--- config.mk ---
export PLATFORM = sky130hd
export DESIGN_NAME = alu_acc_sequencer
export DESIGN_NICKNAME = d
export VERILOG_FILES = /design/src/rtl/alu_seq_pkg.sv /design/src/rtl/alu_acc_sequencer.sv
export SDC_FILE = /design/constraint.sdc
export NUM_CORES = 1
export LEC_CHECK = 0
export BUFFER_PORTS_ARGS = -buffer_cell sky130_fd_sc_hd__buf_4
export CORE_ASPECT_RATIO = 0.75
export CORE_MARGIN = 2
export CORE_UTILIZATION = 45
export CTS_CLUSTER_DIAMETER = 120
export DETAILED_ROUTE_END_ITERATION = 10
export MAX_ROUTING_LAYER = met4
export PLACE_DENSITY = 0.76
export SETUP_SLACK_MARGIN = 0.02
export SYNTH_ARGS = -nofsm -noshare
export SYNTH_HDL_FRONTEND = slang
export SYNTH_SLANG_ARGS = --single-unit
--- constraint.sdc ---
create_clock -name clk -period 3.8 [get_ports clk]
set_input_delay 0.76 -clock clk [delete_from_list [all_inputs] [get_ports clk]]
set_output_delay 0.76 -clock clk [all_outputs]
set_load 0.01 [all_outputs]
--- src/rtl/alu_seq_pkg.sv ---
// rtl/alu_seq_pkg.sv - shared constants and types for the ALU_ACC command sequencer
//
// Purpose : opcode values, ALU_ACC C-line bit positions, FSM state encoding,
//           latency counter width and the opcode -> C-line decode helper.
// Ports   : none (package).

package alu_seq_pkg;

  localparam int LAT_W  = 4;
  localparam int CTRL_W = 10;

  localparam logic [3:0] OP_CLR  = 4'd0;
  localparam logic [3:0] OP_ADD  = 4'd1;
  localparam logic [3:0] OP_SUB  = 4'd2;
  localparam logic [3:0] OP_MUL  = 4'd3;
  localparam logic [3:0] OP_DIV  = 4'd4;
  localparam logic [3:0] OP_SHR  = 4'd5;
  localparam logic [3:0] OP_SHL  = 4'd6;
  localparam logic [3:0] OP_AND  = 4'd7;
  localparam logic [3:0] OP_OR   = 4'd8;
  localparam logic [3:0] OP_NOT  = 4'd9;
  localparam logic [3:0] OP_LAST = 4'd9;

  localparam int CTRL_C8  = 0;
  localparam int CTRL_C9  = 1;
  localparam int CTRL_C13 = 2;
  localparam int CTRL_C15 = 3;
  localparam int CTRL_C16 = 4;
  localparam int CTRL_C17 = 5;
  localparam int CTRL_C18 = 6;
  localparam int CTRL_C19 = 7;
  localparam int CTRL_C20 = 8;
  localparam int CTRL_C21 = 9;

  typedef enum logic [1:0] {
    ST_IDLE  = 2'd0,
    ST_ISSUE = 2'd1,
    ST_WAIT  = 2'd2,
    ST_RESP  = 2'd3
  } state_t;

  // Illegal opcodes decode to all-zero so no C-line can ever fire for them.
  function automatic logic [CTRL_W-1:0] op_onehot(input logic [3:0] op);
    logic [CTRL_W-1:0] v;
    v = '0;
    case (op)
      OP_CLR:  v[CTRL_C8]  = 1'b1;
      OP_ADD:  v[CTRL_C9]  = 1'b1;
      OP_SUB:  v[CTRL_C13] = 1'b1;
      OP_MUL:  v[CTRL_C15] = 1'b1;
      OP_DIV:  v[CTRL_C16] = 1'b1;
      OP_SHR:  v[CTRL_C17] = 1'b1;
      OP_SHL:  v[CTRL_C18] = 1'b1;
      OP_AND:  v[CTRL_C19] = 1'b1;
      OP_OR:   v[CTRL_C20] = 1'b1;
      OP_NOT:  v[CTRL_C21] = 1'b1;
      default: v = '0;
    endcase
    return v;
  endfunction

endpackage

--- src/rtl/alu_acc_sequencer.sv ---
// rtl/alu_acc_sequencer.sv - turns one ALU command into a single C-line pulse and a completion response
//
// Purpose : accepts a command in IDLE, pulses the matching ALU_ACC C-line for
//           one cycle (ISSUE), waits the op latency (WAIT), then reports
//           completion with the captured ALU flags (RESP). Illegal opcodes and
//           divide-by-zero skip straight to RESP with rsp_err set.
// Ports   : clk, rst (async, active-high)
//           cmd_valid/cmd_ready/cmd_op/br_zero - command handshake
//           alu_flags - ALU_ACC flags, captured on the last WAIT cycle
//           alu_ctrl  - one-hot C-lines, registered, high only in ISSUE
//           busy, rsp_valid, rsp_err, rsp_flags - status and response

module alu_acc_sequencer
  import alu_seq_pkg::*;
#(
  parameter int BASE_LAT = 1,
  parameter int MUL_LAT  = 1,
  parameter int DIV_LAT  = 1
) (
  input  logic              clk,
  input  logic              rst,
  input  logic              cmd_valid,
  output logic              cmd_ready,
  input  logic [3:0]        cmd_op,
  input  logic              br_zero,
  input  logic [3:0]        alu_flags,
  output logic [CTRL_W-1:0] alu_ctrl,
  output logic              busy,
  output logic              rsp_valid,
  output logic              rsp_err,
  output logic [3:0]        rsp_flags
);

  state_t            state, state_nxt;
  logic [LAT_W-1:0]  cnt;
  logic [LAT_W-1:0]  cmd_lat;
  logic              accept;
  logic              cmd_legal;
  logic [CTRL_W-1:0] ctrl_nxt;
  logic              rsp_valid_nxt;
  logic              rsp_err_nxt;
  logic              flags_load;

  always_comb begin
    cmd_lat = LAT_W'(BASE_LAT);
    if (cmd_op == OP_MUL) begin
      cmd_lat = LAT_W'(MUL_LAT);
    end else if (cmd_op == OP_DIV) begin
      cmd_lat = LAT_W'(DIV_LAT);
    end
  end

  assign accept    = cmd_valid && (state == ST_IDLE);
  assign cmd_legal = (cmd_op <= OP_LAST) && !((cmd_op == OP_DIV) && br_zero);
  assign cmd_ready = (state == ST_IDLE);
  assign busy      = (state != ST_IDLE);

  always_ff @(posedge clk or posedge rst) begin
    if (rst) begin
      state <= ST_IDLE;
    end else begin
      state <= state_nxt;
    end
  end

  always_comb begin
    state_nxt = state;
    case (state)
      ST_IDLE: begin
        if (accept) begin
          state_nxt = cmd_legal ? ST_ISSUE : ST_RESP;
        end
      end
      ST_ISSUE: state_nxt = ST_WAIT;
      ST_WAIT: begin
        if (cnt == '0) begin
          state_nxt = ST_RESP;
        end
      end
      ST_RESP: state_nxt = ST_IDLE;
      default: state_nxt = ST_IDLE;
    endcase
  end

  // Next values of the registered outputs. The C-line is loaded on the
  // accept edge so that it is high exactly during the ISSUE cycle.
  always_comb begin
    ctrl_nxt      = '0;
    rsp_valid_nxt = 1'b0;
    rsp_err_nxt   = 1'b0;
    flags_load    = 1'b0;
    case (state)
      ST_IDLE: begin
        if (accept) begin
          if (cmd_legal) begin
            ctrl_nxt = op_onehot(cmd_op);
          end else begin
            rsp_valid_nxt = 1'b1;
            rsp_err_nxt   = 1'b1;
          end
        end
      end
      ST_WAIT: begin
        if (cnt == '0) begin
          rsp_valid_nxt = 1'b1;
          flags_load    = 1'b1;
        end
      end
      default: ;
    endcase
  end

  // Loaded with lat-1 at accept and held through ISSUE, so WAIT lasts
  // exactly lat cycles.
  always_ff @(posedge clk or posedge rst) begin
    if (rst) begin
      cnt <= '0;
    end else if (accept) begin
      cnt <= cmd_lat - LAT_W'(1);
    end else if ((state == ST_WAIT) && (cnt != '0)) begin
      cnt <= cnt - LAT_W'(1);
    end
  end

  always_ff @(posedge clk or posedge rst) begin
    if (rst) begin
      alu_ctrl  <= '0;
      rsp_valid <= 1'b0;
      rsp_err   <= 1'b0;
      rsp_flags <= '0;
    end else begin
      alu_ctrl  <= ctrl_nxt;
      rsp_valid <= rsp_valid_nxt;
      rsp_err   <= rsp_err_nxt;
      if (flags_load) begin
        rsp_flags <= alu_flags;
      end
    end
  end

endmodule

---- After elaboration in Yosys (flattened, before gate mapping) ----
Index checks and enable logic that the tools add are counted.
storage, ports and cells
  word-level logic and storage cells ...... 59
  output and inout port bits .............. 18
  input bits .............................. 12
  bits in registers ....................... 22
operators by class
  multiplexer cells ....................... 25
  reductions and logical operators ........ 12
  $add $sub $neg .......................... 1
  equal/unequal tests ..................... 14
  magnitude comparators ................... 1
operators with widths
  cell                                                   count
  2-to-1 mux 10 bit                                      3
  == test 4 x 3 -> 1 bit, second input constant          4
  2-to-1 mux 1 bit                                       15
  == test 4 x 2 -> 1 bit, second input constant          2
  == test 4 bit, second input constant                   2
  zero test 4 bit                                        2
  2-to-1 mux 4 bit                                       2
  one-hot mux 2 bit (4 select lines)                     1
  2-to-1 mux 2 bit                                       3
  == test 2 bit, second input constant                   2
  == test 4 x 1 -> 1 bit, second input constant          1
  less-or-equal comparator 4 bit, second input constant  1
  logical AND 1 bit                                      4
  nonzero test 2 bit                                     2
  nonzero test 4 bit                                     1
  subtractor 4 x 1 -> 4 bit, second input constant       1
  == test 2 x 1 -> 1 bit, second input constant          1
  zero test 2 bit                                        1
  != test 2 x 1 -> 1 bit, second input constant          1
  != test 2 bit, second input constant                   1
  one-hot mux 1 bit (2 select lines)                     1
  AND reduction 2 bit                                    1
  zero test 1 bit                                        1

---- Longest topological paths before layout ----
Gate-level depths: netlist (run 1).
  depth in word-level cells ............... 7
  mapped depth ............................ 6
  depth with buffers taken out ............ 5

---- Least setup slack after synthesis (run 1) ----
Ideal clock, no wire load.
  kind .................................... flip-flop to flip-flop
  start point ............................. reg cnt[0]
  end point ............................... reg rsp_flags[0]
  slack ................................... 2.152 ns
  data required time ...................... 3.675 ns
  arrival time ............................ 1.523 ns
  clock period less this slack ............ 1.648 ns
  path buffers ............................ 1
  stages on the path, launching flop included .. 7
  setup time .............................. 0.125 ns
  cell sequence ........................... dfrtp_1 -> inv_1 -> ha_1 -> or3b_1 -> buf_6 -> nor2_4 -> mux2_4
between the ends
  word-level cells in the longest chain between the ends .. 3
RTL lines
  element                   RTL line                  RTL
  start: declaration        alu_acc_sequencer.sv:35   logic [LAT_W-1:0] cnt;
  start signal: assignment  alu_acc_sequencer.sv:119  cnt <= cmd_lat - LAT_W'(1);
  start signal: assignment  alu_acc_sequencer.sv:121  cnt <= cnt - LAT_W'(1);
  zero test 4 bit           alu_acc_sequencer.sv:104  if (cnt == '0) begin
  2-to-1 mux 1 bit          alu_acc_sequencer.sv:104
  2-to-1 mux 1 bit          alu_acc_sequencer.sv:92   case (state)
  end signal: assignment    alu_acc_sequencer.sv:136  rsp_flags <= alu_flags;
  end: declaration          alu_acc_sequencer.sv:31   output logic [3:0] rsp_flags
No other way between the ends.
A chain may end at the register's enable or synchronous reset.

---- Worst setup path after layout (run 1) ----
  start point ............................. reg state[0]
  end point ............................... out busy
between the ends
  word-level cells in the longest chain between the ends .. 1
RTL lines
  element                   RTL line                 RTL
  start: declaration        alu_acc_sequencer.sv:34  state_t state, state_nxt;
  start signal: assignment  alu_acc_sequencer.sv:62  state <= state_nxt;
  nonzero test 2 bit        alu_acc_sequencer.sv:56  assign busy = (state != ST_IDLE);
  end: declaration          alu_acc_sequencer.sv:28  output logic busy,
No other way between the ends.

==> results of run 1 <==
critical path: stages, from the launching register on:
cell	delay [ns]
sky130_fd_sc_hd__dfrtp_1	0.40
sky130_fd_sc_hd__inv_1	0.10
sky130_fd_sc_hd__ha_1	0.24
sky130_fd_sc_hd__inv_1	0.06
sky130_fd_sc_hd__buf_4	0.14
routing by layer:
metal | GRT usage | up-vias | part of all wire
li1 | - | 362 | -
met1 | 0.2154 | 368 | 0.43
met2 | 0.3409 | 28 | 0.49
met3 | 0.07018 | 2 | 0.080
met4 | 0.01395 | 0 | 0.0029
met5 | - | - | 0
layout make-up:
| type | instances | area (um^2) |
|---|---|---|
| inverter | 9 | 33.78 |
| multi-input combinational | 52 | 390.4 |
| fill | 183 | 774.5 |
| clock inverter | 1 | 30.03 |
| clock buffer | 3 | 22.52 |
| sequential | 22 | 550.5 |
| timing repair buffer | 29 | 217.7 |
| tap | 24 | 30.03 |
power by group through the flow:
stage | registers [mW] | logic, mW | clock network, mW
finish | 0.334 | 0.396 | 0.180
global route | 0.341 | 0.442 | 0.195
CTS | 0.332 | 0.399 | 0.183
detailed placement | 0.334 | 0.392 | 0
global placement | 0.333 | 0.382 | 0
floorplan | 0.341 | 0.270 | 0
synthesized netlist by cell type:
cell	count	area (um^2)
sky130_fd_sc_hd__dfrtp_1	22	550.5
sky130_fd_sc_hd__inv_1	8	30.03
sky130_fd_sc_hd__ha_1	5	62.56
sky130_fd_sc_hd__nor2_1	5	18.77
sky130_fd_sc_hd__nor3_1	5	25.02
sky130_fd_sc_hd__a21oi_1	4	20.02
sky130_fd_sc_hd__mux2_4	4	60.06
sky130_fd_sc_hd__nand2b_1	3	18.77
sky130_fd_sc_hd__nand2_1	2	7.510
sky130_fd_sc_hd__nand3_1	2	10.01
sky130_fd_sc_hd__nor3b_1	2	15.01
sky130_fd_sc_hd__o21ai_0	2	10.01
sky130_fd_sc_hd__o22ai_1	2	12.51
sky130_fd_sc_hd__a221oi_1	1	8.760
sky130_fd_sc_hd__a2bb2oi_1	1	8.760
sky130_fd_sc_hd__a311oi_1	1	8.760
sky130_fd_sc_hd__and2_1	1	6.260
sky130_fd_sc_hd__buf_6	1	11.26
sky130_fd_sc_hd__clkbuf_1	1	3.750
sky130_fd_sc_hd__inv_2	1	3.750
sky130_fd_sc_hd__nand3b_1	1	7.510
sky130_fd_sc_hd__nor2_4	1	11.26
sky130_fd_sc_hd__nor2b_1	1	6.260
sky130_fd_sc_hd__nor4_1	1	6.260
sky130_fd_sc_hd__o211ai_1	1	7.510
sky130_fd_sc_hd__o221ai_1	1	8.760
sky130_fd_sc_hd__o32a_2	1	11.26
sky130_fd_sc_hd__o41ai_1	1	8.760
sky130_fd_sc_hd__or3_1	1	6.260
sky130_fd_sc_hd__or3_2	1	7.510
sky130_fd_sc_hd__or3b_1	1	8.760
sky130_fd_sc_hd__or4_1	1	7.510
worst paths after layout:
check / start / to / cells after the start
min in group asynchronous: rst / rsp_flags[2]$_DFFE_PP0P_ / 2
max in group asynchronous: rst / alu_ctrl[6]$_DFF_PP0_ / 2
min: state[0]$_DFFE_PP0P_ / state[0]$_DFFE_PP0P_ / 1
max: state[0]$_DFFE_PP0P_ / busy / 4
min reg2reg: state[0]$_DFFE_PP0P_ / state[0]$_DFFE_PP0P_ / 1
max reg2reg: cnt[0]$_DFFE_PP0P_ / rsp_flags[1]$_DFFE_PP0P_ / 5
cells in the final DEF, fill, tap and decap left out, drive strengths merged:
cell and n:
o211ai 1, buf 29, o41ai 1, nor4 1
a21oi 4, bufinv 1, or3b 1, nand3 2
nand2 2, o221ai 1, and2 1, or4 1
a2bb2oi 1, o32a 1, mux2 4, nor2b 1
inv 9, nor3b 2, nand3b 1, nor3 5
o21ai 2, or3 2, ha 5, a221oi 1
a311oi 1, nand2b 3, o22ai 2, dfrtp 22
clkbuf 3, nor2 6
state kept, by name, summed over array words and instances (netlist names):
signal     cells
rsp_flags      4
alu_ctrl      10
cnt            4
state          2
rsp_valid      1
rsp_err        1
logic make-up (layout without fill, tap and decap cells):
kind of cell               count (synthesis)  in the layout  share of synthesized area
and+or+nand+nor                           28             28                     0.1644
buffers and inverters                     11             42                    0.04930
adders and majority gates                  5              5                    0.06321
AOI/OAI and AO/OA                         15             15                     0.1062
muxes                                      4              4                    0.06069
DFF                                       22             22                     0.5563
per-stage QoR:
step | hold WS (ns) | power (mW) | cell area (um^2) | util
after floorplan | 0.4677 | 0.6116 | 989.7 | -
after global placement | 0.4841 | 0.7151 | 1222 | 0.5965
after detailed placement | 0.4878 | 0.7262 | 1222 | 0.5965
after CTS | 0.5173 | 0.9145 | 1275 | 0.6221
after global routing | 0.5543 | 0.9782 | 1275 | 0.6221
final | 0.5239 | 0.9098 | 1275 | 0.6221
==> impl_metrics.prom, run 1 <==
# TYPE chip_impl_metric gauge
chip_impl_info{name="outcome",value="completed"} 1
chip_impl_metric{name="relative_max_transition_margin",unit=""} 0.4539
chip_impl_metric{name="power_frac_seq",unit=""} 0.367
chip_impl_metric{name="clock_latency",unit="ns"} 0.31
chip_impl_metric{name="detail-route-antenna-nets",unit=""} 0
chip_impl_metric{name="yosysWarnings",unit=""} 0
chip_impl_metric{name="power.density_cell_area",unit="nW/um^2"} 713.6
chip_impl_metric{name="drt_drc_violations_left",unit=""} 0
chip_impl_info{name="clk_root_buffer_cell",value="sky130_fd_sc_hd__clkbuf_4"} 1
chip_impl_metric{name="area.growth.synth_to_final",unit="%"} 28.82
chip_impl_metric{name="boundaryPins",unit=""} 30
chip_impl_metric{name="drive_above_1_share",unit=""} 0.3534
chip_impl_metric{name="totalNegativeSetupSlack",unit="ns"} 0
chip_impl_metric{name="synth_area",unit="um^2"} 989.7
chip_impl_metric{name="p_switching",unit="mW"} 0.3132
chip_impl_metric{name="r2r_slack",unit="ns"} 1.98
chip_impl_metric{name="combinationalPowerShare",unit=""} 0.435
chip_impl_info{name="worstSetupPathType",value="flip-flop to output pin"} 1
chip_impl_metric{name="die_area",unit="um^2"} 2594
chip_impl_metric{name="floorplan.initialDensity",unit=""} 0.4829
chip_impl_metric{name="cts.reportedPaths.clkPinSlew",unit="ns"} 0.13
chip_impl_metric{name="grt_start_max_net_pins",unit=""} 23
chip_impl_metric{name="worst-endpoint-required",unit="ns"} 3.04
chip_impl_metric{name="total_leakage_power",unit="nW"} 0.6307
chip_impl_metric{name="timing.final.crit_share",unit=""} 0.5277
chip_impl_info{name="clock_tree_from_tritoncts",value="built"} 1
chip_impl_metric{name="num_vias",unit=""} 760
chip_impl_metric{name="fin_nets",unit=""} 134
chip_impl_metric{name="synth.net_count",unit=""} 102
chip_impl_metric{name="grt_antenna_before_repair",unit=""} 0
chip_impl_metric{name="placementRows",unit=""} 14
chip_impl_metric{name="dpl_worst_slack",unit="ns"} 2.024
chip_impl_metric{name="cts.sink_count",unit=""} 22
chip_impl_metric{name="core_area",unit="um^2"} 2049
chip_impl_metric{name="grt_use_total",unit=""} 0.1907
chip_impl_metric{name="wl",unit="um"} 2044
chip_impl_metric{name="drt-initial-drc-count",unit=""} 13
chip_impl_metric{name="worstPathArrival",unit="ns"} 1.25
chip_impl_metric{name="maxSlewViolCount",unit=""} 0
chip_impl_metric{name="ys_types",unit=""} 32
chip_impl_metric{name="clock.fmax",unit="MHz"} 498.7
chip_impl_metric{name="power.ir.vdd_worst",unit="mV"} 0.4676
chip_impl_metric{name="setup_ws",unit="ns"} 1.795
chip_impl_metric{name="max_cap_violations",unit=""} 0
chip_impl_metric{name="dp_hpwl",unit="um"} 1446
chip_impl_metric{name="cts_resized",unit=""} 0
chip_impl_info{name="worstHoldPathType",value="flip-flop to flip-flop"} 1
chip_impl_metric{name="power.share.clock",unit=""} 0.198
chip_impl_metric{name="tightest_slew",unit="ns"} 0.8183
chip_impl_metric{name="dr.pass1.iters",unit=""} 4
chip_impl_metric{name="io_buffer_count",unit=""} 29
chip_impl_info{name="cp-start-kind",value="flip-flop"} 1
chip_impl_metric{name="insertedDiodeCount",unit=""} 0
chip_impl_metric{name="timing_hold_violations_final",unit=""} 0
chip_impl_metric{name="wire_length_of_the_first_global_routing_pass",unit="um"} 3532
chip_impl_metric{name="clock_period_minus_final_worst_setup_slack",unit="ns"} 2.005
chip_impl_metric{name="cts_htree_levels",unit=""} 1
chip_impl_metric{name="synth_sequential_area_ratio",unit=""} 0.5563
chip_impl_metric{name="cts_buffer_depth",unit=""} 2
chip_impl_metric{name="first_global_vias",unit=""} 792
chip_impl_info{name="cp-end-kind",value="output pin"} 1
chip_impl_metric{name="layout.cells.non_filler",unit=""} 140
chip_impl_metric{name="die_height",unit="um"} 44.62
chip_impl_metric{name="finalWeightedCongestion",unit=""} 0.9111
chip_impl_metric{name="wire_per_inst",unit="um"} 14.60
chip_impl_info{name="grt_setup_unrepaired",value="false"} 1
chip_impl_metric{name="cp_max_fo",unit=""} 5
chip_impl_metric{name="cellInternalPower",unit="mW"} 0.5966
chip_impl_metric{name="register_bit_total_from_synthesis",unit=""} 22
chip_impl_metric{name="fin_skew",unit="ns"} 0.001189
chip_impl_metric{name="setup_violations",unit=""} 0
chip_impl_metric{name="drt-vias-per-instance",unit=""} 5.429
chip_impl_metric{name="grt_overflow",unit=""} 0
chip_impl_metric{name="syn-mean-instance-area",unit="um^2"} 11.64
chip_impl_metric{name="cts.hold.buffers_added",unit=""} 0
chip_impl_metric{name="cts_made_buffers",unit=""} 3
chip_impl_metric{name="cts_setup_buffers",unit=""} 0
chip_impl_metric{name="dp.cells",unit=""} 136
chip_impl_metric{name="power.share.switching",unit=""} 0.3443
chip_impl_metric{name="die-width",unit="um"} 58.15
chip_impl_metric{name="synth_cells",unit=""} 85
Power figures use the tool's default switching activity.
==> run 2: changes to the inputs <==
--- a/config.mk
+++ b/config.mk
@@ -5,6 +5,7 @@
 export SDC_FILE = /design/constraint.sdc
 export NUM_CORES = 1
 export LEC_CHECK = 0
+export ABC_AREA = 1
 export BUFFER_PORTS_ARGS = -buffer_cell sky130_fd_sc_hd__buf_4
 export CORE_ASPECT_RATIO = 0.75
 export CORE_MARGIN = 2
==> constraint.sdc (replaced) <==
create_clock -name clk -period 2.1 [get_ports clk]
set_input_delay 0.42 -clock clk [delete_from_list [all_inputs] [get_ports clk]]
set_output_delay 0.42 -clock clk [all_outputs]
set_load 0.01 [all_outputs]
==> impl_metrics.prom, run 2 <==
# TYPE chip_impl_metric gauge
chip_impl_metric{name="seqCellArea",unit="um^2"} 550.5
chip_impl_metric{name="postSynth.asyncResetShare",unit=""} 1.000
chip_impl_metric{name="grt_start_max_net_pins",unit=""} 23
chip_impl_metric{name="ys_types",unit=""} 20
chip_impl_metric{name="cts_resized",unit=""} 0
chip_impl_info{name="cp_cell_sequence",value="inv_1 > ha_1 > inv_1 > buf_4"} 1
chip_impl_info{name="cp-start-kind",value="flip-flop"} 1
chip_impl_info{name="clock_tree_from_tritoncts",value="built"} 1
chip_impl_metric{name="floorplan.initialDensity",unit=""} 0.4933
chip_impl_metric{name="synth_cells",unit=""} 112
chip_impl_info{name="failed_checks",value="design-rule violations"} 1
chip_impl_info{name="registers.top_by_ff_count",value="alu_ctrl"} 1
chip_impl_info{name="most_common_cell_after_layout_fill_and_taps_aside",value="sky130_fd_sc_hd__buf_4"} 1
chip_impl_metric{name="register_bit_total_from_synthesis",unit=""} 22
chip_impl_metric{name="max_stage_delay",unit="ns"} 0.40
chip_impl_metric{name="num_vias",unit=""} 831
chip_impl_metric{name="power_frac_seq",unit=""} 0.358
chip_impl_metric{name="drt-initial-drc-count",unit=""} 35
chip_impl_info{name="worstHoldPathType",value="input pin to async pin"} 1
chip_impl_metric{name="power.density_cell_area",unit="nW/um^2"} 1259
chip_impl_metric{name="final_core_util",unit=""} 0.6386
chip_impl_metric{name="grt_overflow",unit=""} 0
chip_impl_metric{name="first_global_vias",unit=""} 718
chip_impl_metric{name="dp_hpwl",unit="um"} 1540
chip_impl_metric{name="drt-vias-per-instance",unit=""} 4.917
chip_impl_info{name="grt_setup_unrepaired",value="false"} 1
chip_impl_metric{name="power.share.clock",unit=""} 0.198
chip_impl_metric{name="r2r_slack",unit="ns"} 0.66
chip_impl_metric{name="dr.pass1.iters",unit=""} 7
chip_impl_metric{name="die_height",unit="um"} 45.23
chip_impl_metric{name="io_buffer_count",unit=""} 29
chip_impl_metric{name="die-width",unit="um"} 58.97
chip_impl_metric{name="wl",unit="um"} 2011
chip_impl_metric{name="cts.hold.buffers_added",unit=""} 0
chip_impl_info{name="worstSetupPathType",value="flip-flop to output pin"} 1
chip_impl_info{name="most_used_cells_in_the_layout_excluding_fill_and_tap_cells",value="sky130_fd_sc_hd__buf_4, sky130_fd_sc_hd__dfrtp_1, sky130_fd_sc_hd__nand2_1, sky130_fd_sc_hd__inv_1, sky130_fd_sc_hd__nor2_1"} 1
chip_impl_metric{name="syn-mean-instance-area",unit="um^2"} 9.105
chip_impl_metric{name="synthDominantCellAreaShare",unit=""} 0.5399
chip_impl_metric{name="core_area",unit="um^2"} 2067
chip_impl_metric{name="detail-route-antenna-nets",unit=""} 0
chip_impl_metric{name="grt_antenna_before_repair",unit=""} 0
chip_impl_metric{name="multi_input_area",unit="um^2"} 390.4
chip_impl_metric{name="maxSlewViolCount",unit=""} 0
chip_impl_metric{name="wire_length_of_the_first_global_routing_pass",unit="um"} 3263
chip_impl_metric{name="area.growth.synth_to_final",unit="%"} 29.45
chip_impl_metric{name="synth_sequential_area_ratio",unit=""} 0.5399
chip_impl_metric{name="power.share.switching",unit=""} 0.3765
chip_impl_metric{name="clock.fmax",unit="MHz"} 609.8
chip_impl_metric{name="worstPathArrival",unit="ns"} 1.22
chip_impl_metric{name="p_switching",unit="mW"} 0.6258
chip_impl_metric{name="finalWeightedCongestion",unit=""} 0.8526
chip_impl_metric{name="setup_violations",unit=""} 0
chip_impl_metric{name="power.ir.vdd_worst",unit="mV"} 0.8013
chip_impl_metric{name="totalNegativeSetupSlack",unit="ns"} 0
chip_impl_metric{name="combinationalPowerShare",unit=""} 0.444
chip_impl_info{name="critical-path-top-cell-by-count",value="sky130_fd_sc_hd__inv_1"} 1
chip_impl_metric{name="flip_flop_count_of_the_largest_register_all_copies_and_words_added",unit=""} 10
chip_impl_metric{name="clock_latency",unit="ns"} 0.31
chip_impl_metric{name="cts.reportedPaths.clkPinSlew",unit="ns"} 0.13
chip_impl_info{name="kind_of_cell_adding_the_most_delay_to_the_critical_path",value="flip-flops"} 1
chip_impl_metric{name="n_fill_cell",unit=""} 186
chip_impl_metric{name="yosysWarnings",unit=""} 0
chip_impl_metric{name="cts_made_buffers",unit=""} 3
chip_impl_metric{name="cts_setup_buffers",unit=""} 0
chip_impl_metric{name="drive_above_1_share",unit=""} 0.3034
chip_impl_info{name="clk_root_buffer_cell",value="sky130_fd_sc_hd__clkbuf_4"} 1
chip_impl_info{name="synth_area_leader_cell",value="sky130_fd_sc_hd__dfrtp_1"} 1
chip_impl_info{name="synth.area.top_cells",value="sky130_fd_sc_hd__dfrtp_1, sky130_fd_sc_hd__nand2_1, sky130_fd_sc_hd__inv_1"} 1
chip_impl_metric{name="cts.sink_count",unit=""} 22
chip_impl_metric{name="synth_area",unit="um^2"} 1020
chip_impl_info{name="cell_types_with_the_highest_counts_after_synthesis",value="sky130_fd_sc_hd__dfrtp_1, sky130_fd_sc_hd__nand2_1, sky130_fd_sc_hd__inv_1"} 1
chip_impl_metric{name="relative_max_transition_margin",unit=""} 0.7238
chip_impl_info{name="timing.critical_path.slowest_stage_cell",value="sky130_fd_sc_hd__dfrtp_1"} 1
chip_impl_metric{name="drt_drc_violations_left",unit=""} 3
chip_impl_metric{name="max_cap_violations",unit=""} 0
chip_impl_info{name="outcome",value="finished, violations left"} 1
chip_impl_info{name="post-synth-top-count-cell",value="sky130_fd_sc_hd__dfrtp_1"} 1
chip_impl_metric{name="total_leakage_power",unit="nW"} 0.7372
chip_impl_metric{name="grt_use_total",unit=""} 0.1760
chip_impl_metric{name="timing_hold_violations_final",unit=""} 0
chip_impl_metric{name="fin_nets",unit=""} 163
chip_impl_metric{name="die_area",unit="um^2"} 2667
chip_impl_info{name="largest_registers",value="alu_ctrl: 10 flops, cnt: 4 flops, rsp_flags: 4 flops"} 1
chip_impl_metric{name="synth.net_count",unit=""} 129
chip_impl_metric{name="tightest_slew",unit="ns"} 0.4133
chip_impl_metric{name="worst-endpoint-required",unit="ns"} 1.68
chip_impl_metric{name="critical_path_cell_count",unit=""} 4
chip_impl_metric{name="fin_skew",unit="ns"} 0.006308
chip_impl_metric{name="cellInternalPower",unit="mW"} 1.036
chip_impl_metric{name="placementRows",unit=""} 14
chip_impl_metric{name="wire_per_inst",unit="um"} 11.90
chip_impl_metric{name="boundaryPins",unit=""} 30
chip_impl_metric{name="timing.final.crit_share",unit=""} 0.7809
chip_impl_info{name="cp-end-kind",value="output pin"} 1
chip_impl_metric{name="cts_htree_levels",unit=""} 1
chip_impl_metric{name="synth-edff-count",unit=""} 0
chip_impl_metric{name="critical_path_buf_inv_count",unit=""} 3
chip_impl_metric{name="cts_buffer_depth",unit=""} 2
chip_impl_metric{name="r2r_cells",unit=""} 4
chip_impl_metric{name="cp_max_fo",unit=""} 3
chip_impl_metric{name="insertedDiodeCount",unit=""} 0
chip_impl_info{name="ys.flop_type",value="sky130_fd_sc_hd__dfrtp_1"} 1
chip_impl_metric{name="clock_period_minus_final_worst_setup_slack",unit="ns"} 1.640
-- run 2: changes by cell type in the layout (fill, tap and decap cells not counted), moves of 4 or more --
cell / change
sky130_fd_sc_hd__nand2_1: +19
sky130_fd_sc_hd__inv_1: +11
sky130_fd_sc_hd__nor2_1: +6
sky130_fd_sc_hd__mux2_4: -4
sky130_fd_sc_hd__nand3_1: +4
-- run 2: worst paths after layout --
kind / to / start
setup / recovery: busy / state[0]$_DFFE_PP0P_
hold / removal: cnt[0]$_DFFE_PP0P_ / rst
setup reg to reg: alu_ctrl[4]$_DFF_PP0_ / state[0]$_DFFE_PP0P_
hold reg to reg: rsp_flags[3]$_DFFE_PP0P_ / rsp_flags[3]$_DFFE_PP0P_
max in group asynchronous: alu_ctrl[1]$_DFF_PP0_ / rst
min in group clk: alu_ctrl[8]$_DFF_PP0_ / cmd_op[2]
-- run 2: power by group through the flow --
stage | Clock, mW | Sequential, mW | Combinational [mW]
after detailed placement | 0 | 0.605 | 0.739
after global routing | 0.353 | 0.608 | 0.838
after floorplan | 0 | 0.623 | 0.496
after CTS | 0.336 | 0.596 | 0.745
final | 0.329 | 0.595 | 0.738
after global placement | 0 | 0.601 | 0.717
-- run 2: worst reg2reg max path: stages (launching register included) --
cell and delay [ns]:
sky130_fd_sc_hd__dfrtp_1 0.40, sky130_fd_sc_hd__inv_1 0.10, sky130_fd_sc_hd__ha_1 0.19, sky130_fd_sc_hd__nand2_1 0.26, sky130_fd_sc_hd__nor3_1 0.37
-- run 2: final cells by class --
cell class | instances | share of cell area
Sequential cell | 22 | 0.4171
Multi-Input combinational cell | 70 | 0.2957
Timing Repair Buffer | 30 | 0.1706
Clock inverter | 1 | 0.02275
Clock buffer | 3 | 0.01706
Tap cell | 24 | 0.02275
Inverter | 19 | 0.05403
-- run 2: cell families (layout without fill, tap and decap cells) --
| family | after synthesis | after routing | share of synthesized area |
|---|---|---|---|
| compound gates | 10 | 10 | 0.05520 |
| fa+ha+maj | 5 | 5 | 0.06135 |
| buf+inv | 20 | 53 | 0.07730 |
| flops | 22 | 22 | 0.5399 |
| simple gates | 55 | 55 | 0.2663 |
-- run 2: through the flow --
stage | cells | setup slack (ns) | hold slack [ns] | area [um^2] | power [mW]
2_1_floorplan | 112 | 0.7785 | 0.4092 | 1020 | 1.118
3_3_place_gp | 165 | 0.7588 | 0.4697 | 1267 | 1.318
3_5_place_dp | 165 | 0.7018 | 0.4756 | 1267 | 1.344
4_1_cts | 169 | 0.4656 | 0.1278 | 1320 | 1.676
5_1_grt | 169 | 0.4028 | 0.1589 | 1320 | 1.798
6_report | 169 | 0.4602 | 0.1221 | 1320 | 1.662
-- run 2: per-layer routing --
metal,vias up,track usage,wire (um)
li1,416,-,-
met1,385,0.2368,966
met2,28,0.2600,872
met3,2,0.05444,159
met4,0,0.04545,13
met5,-,-,0
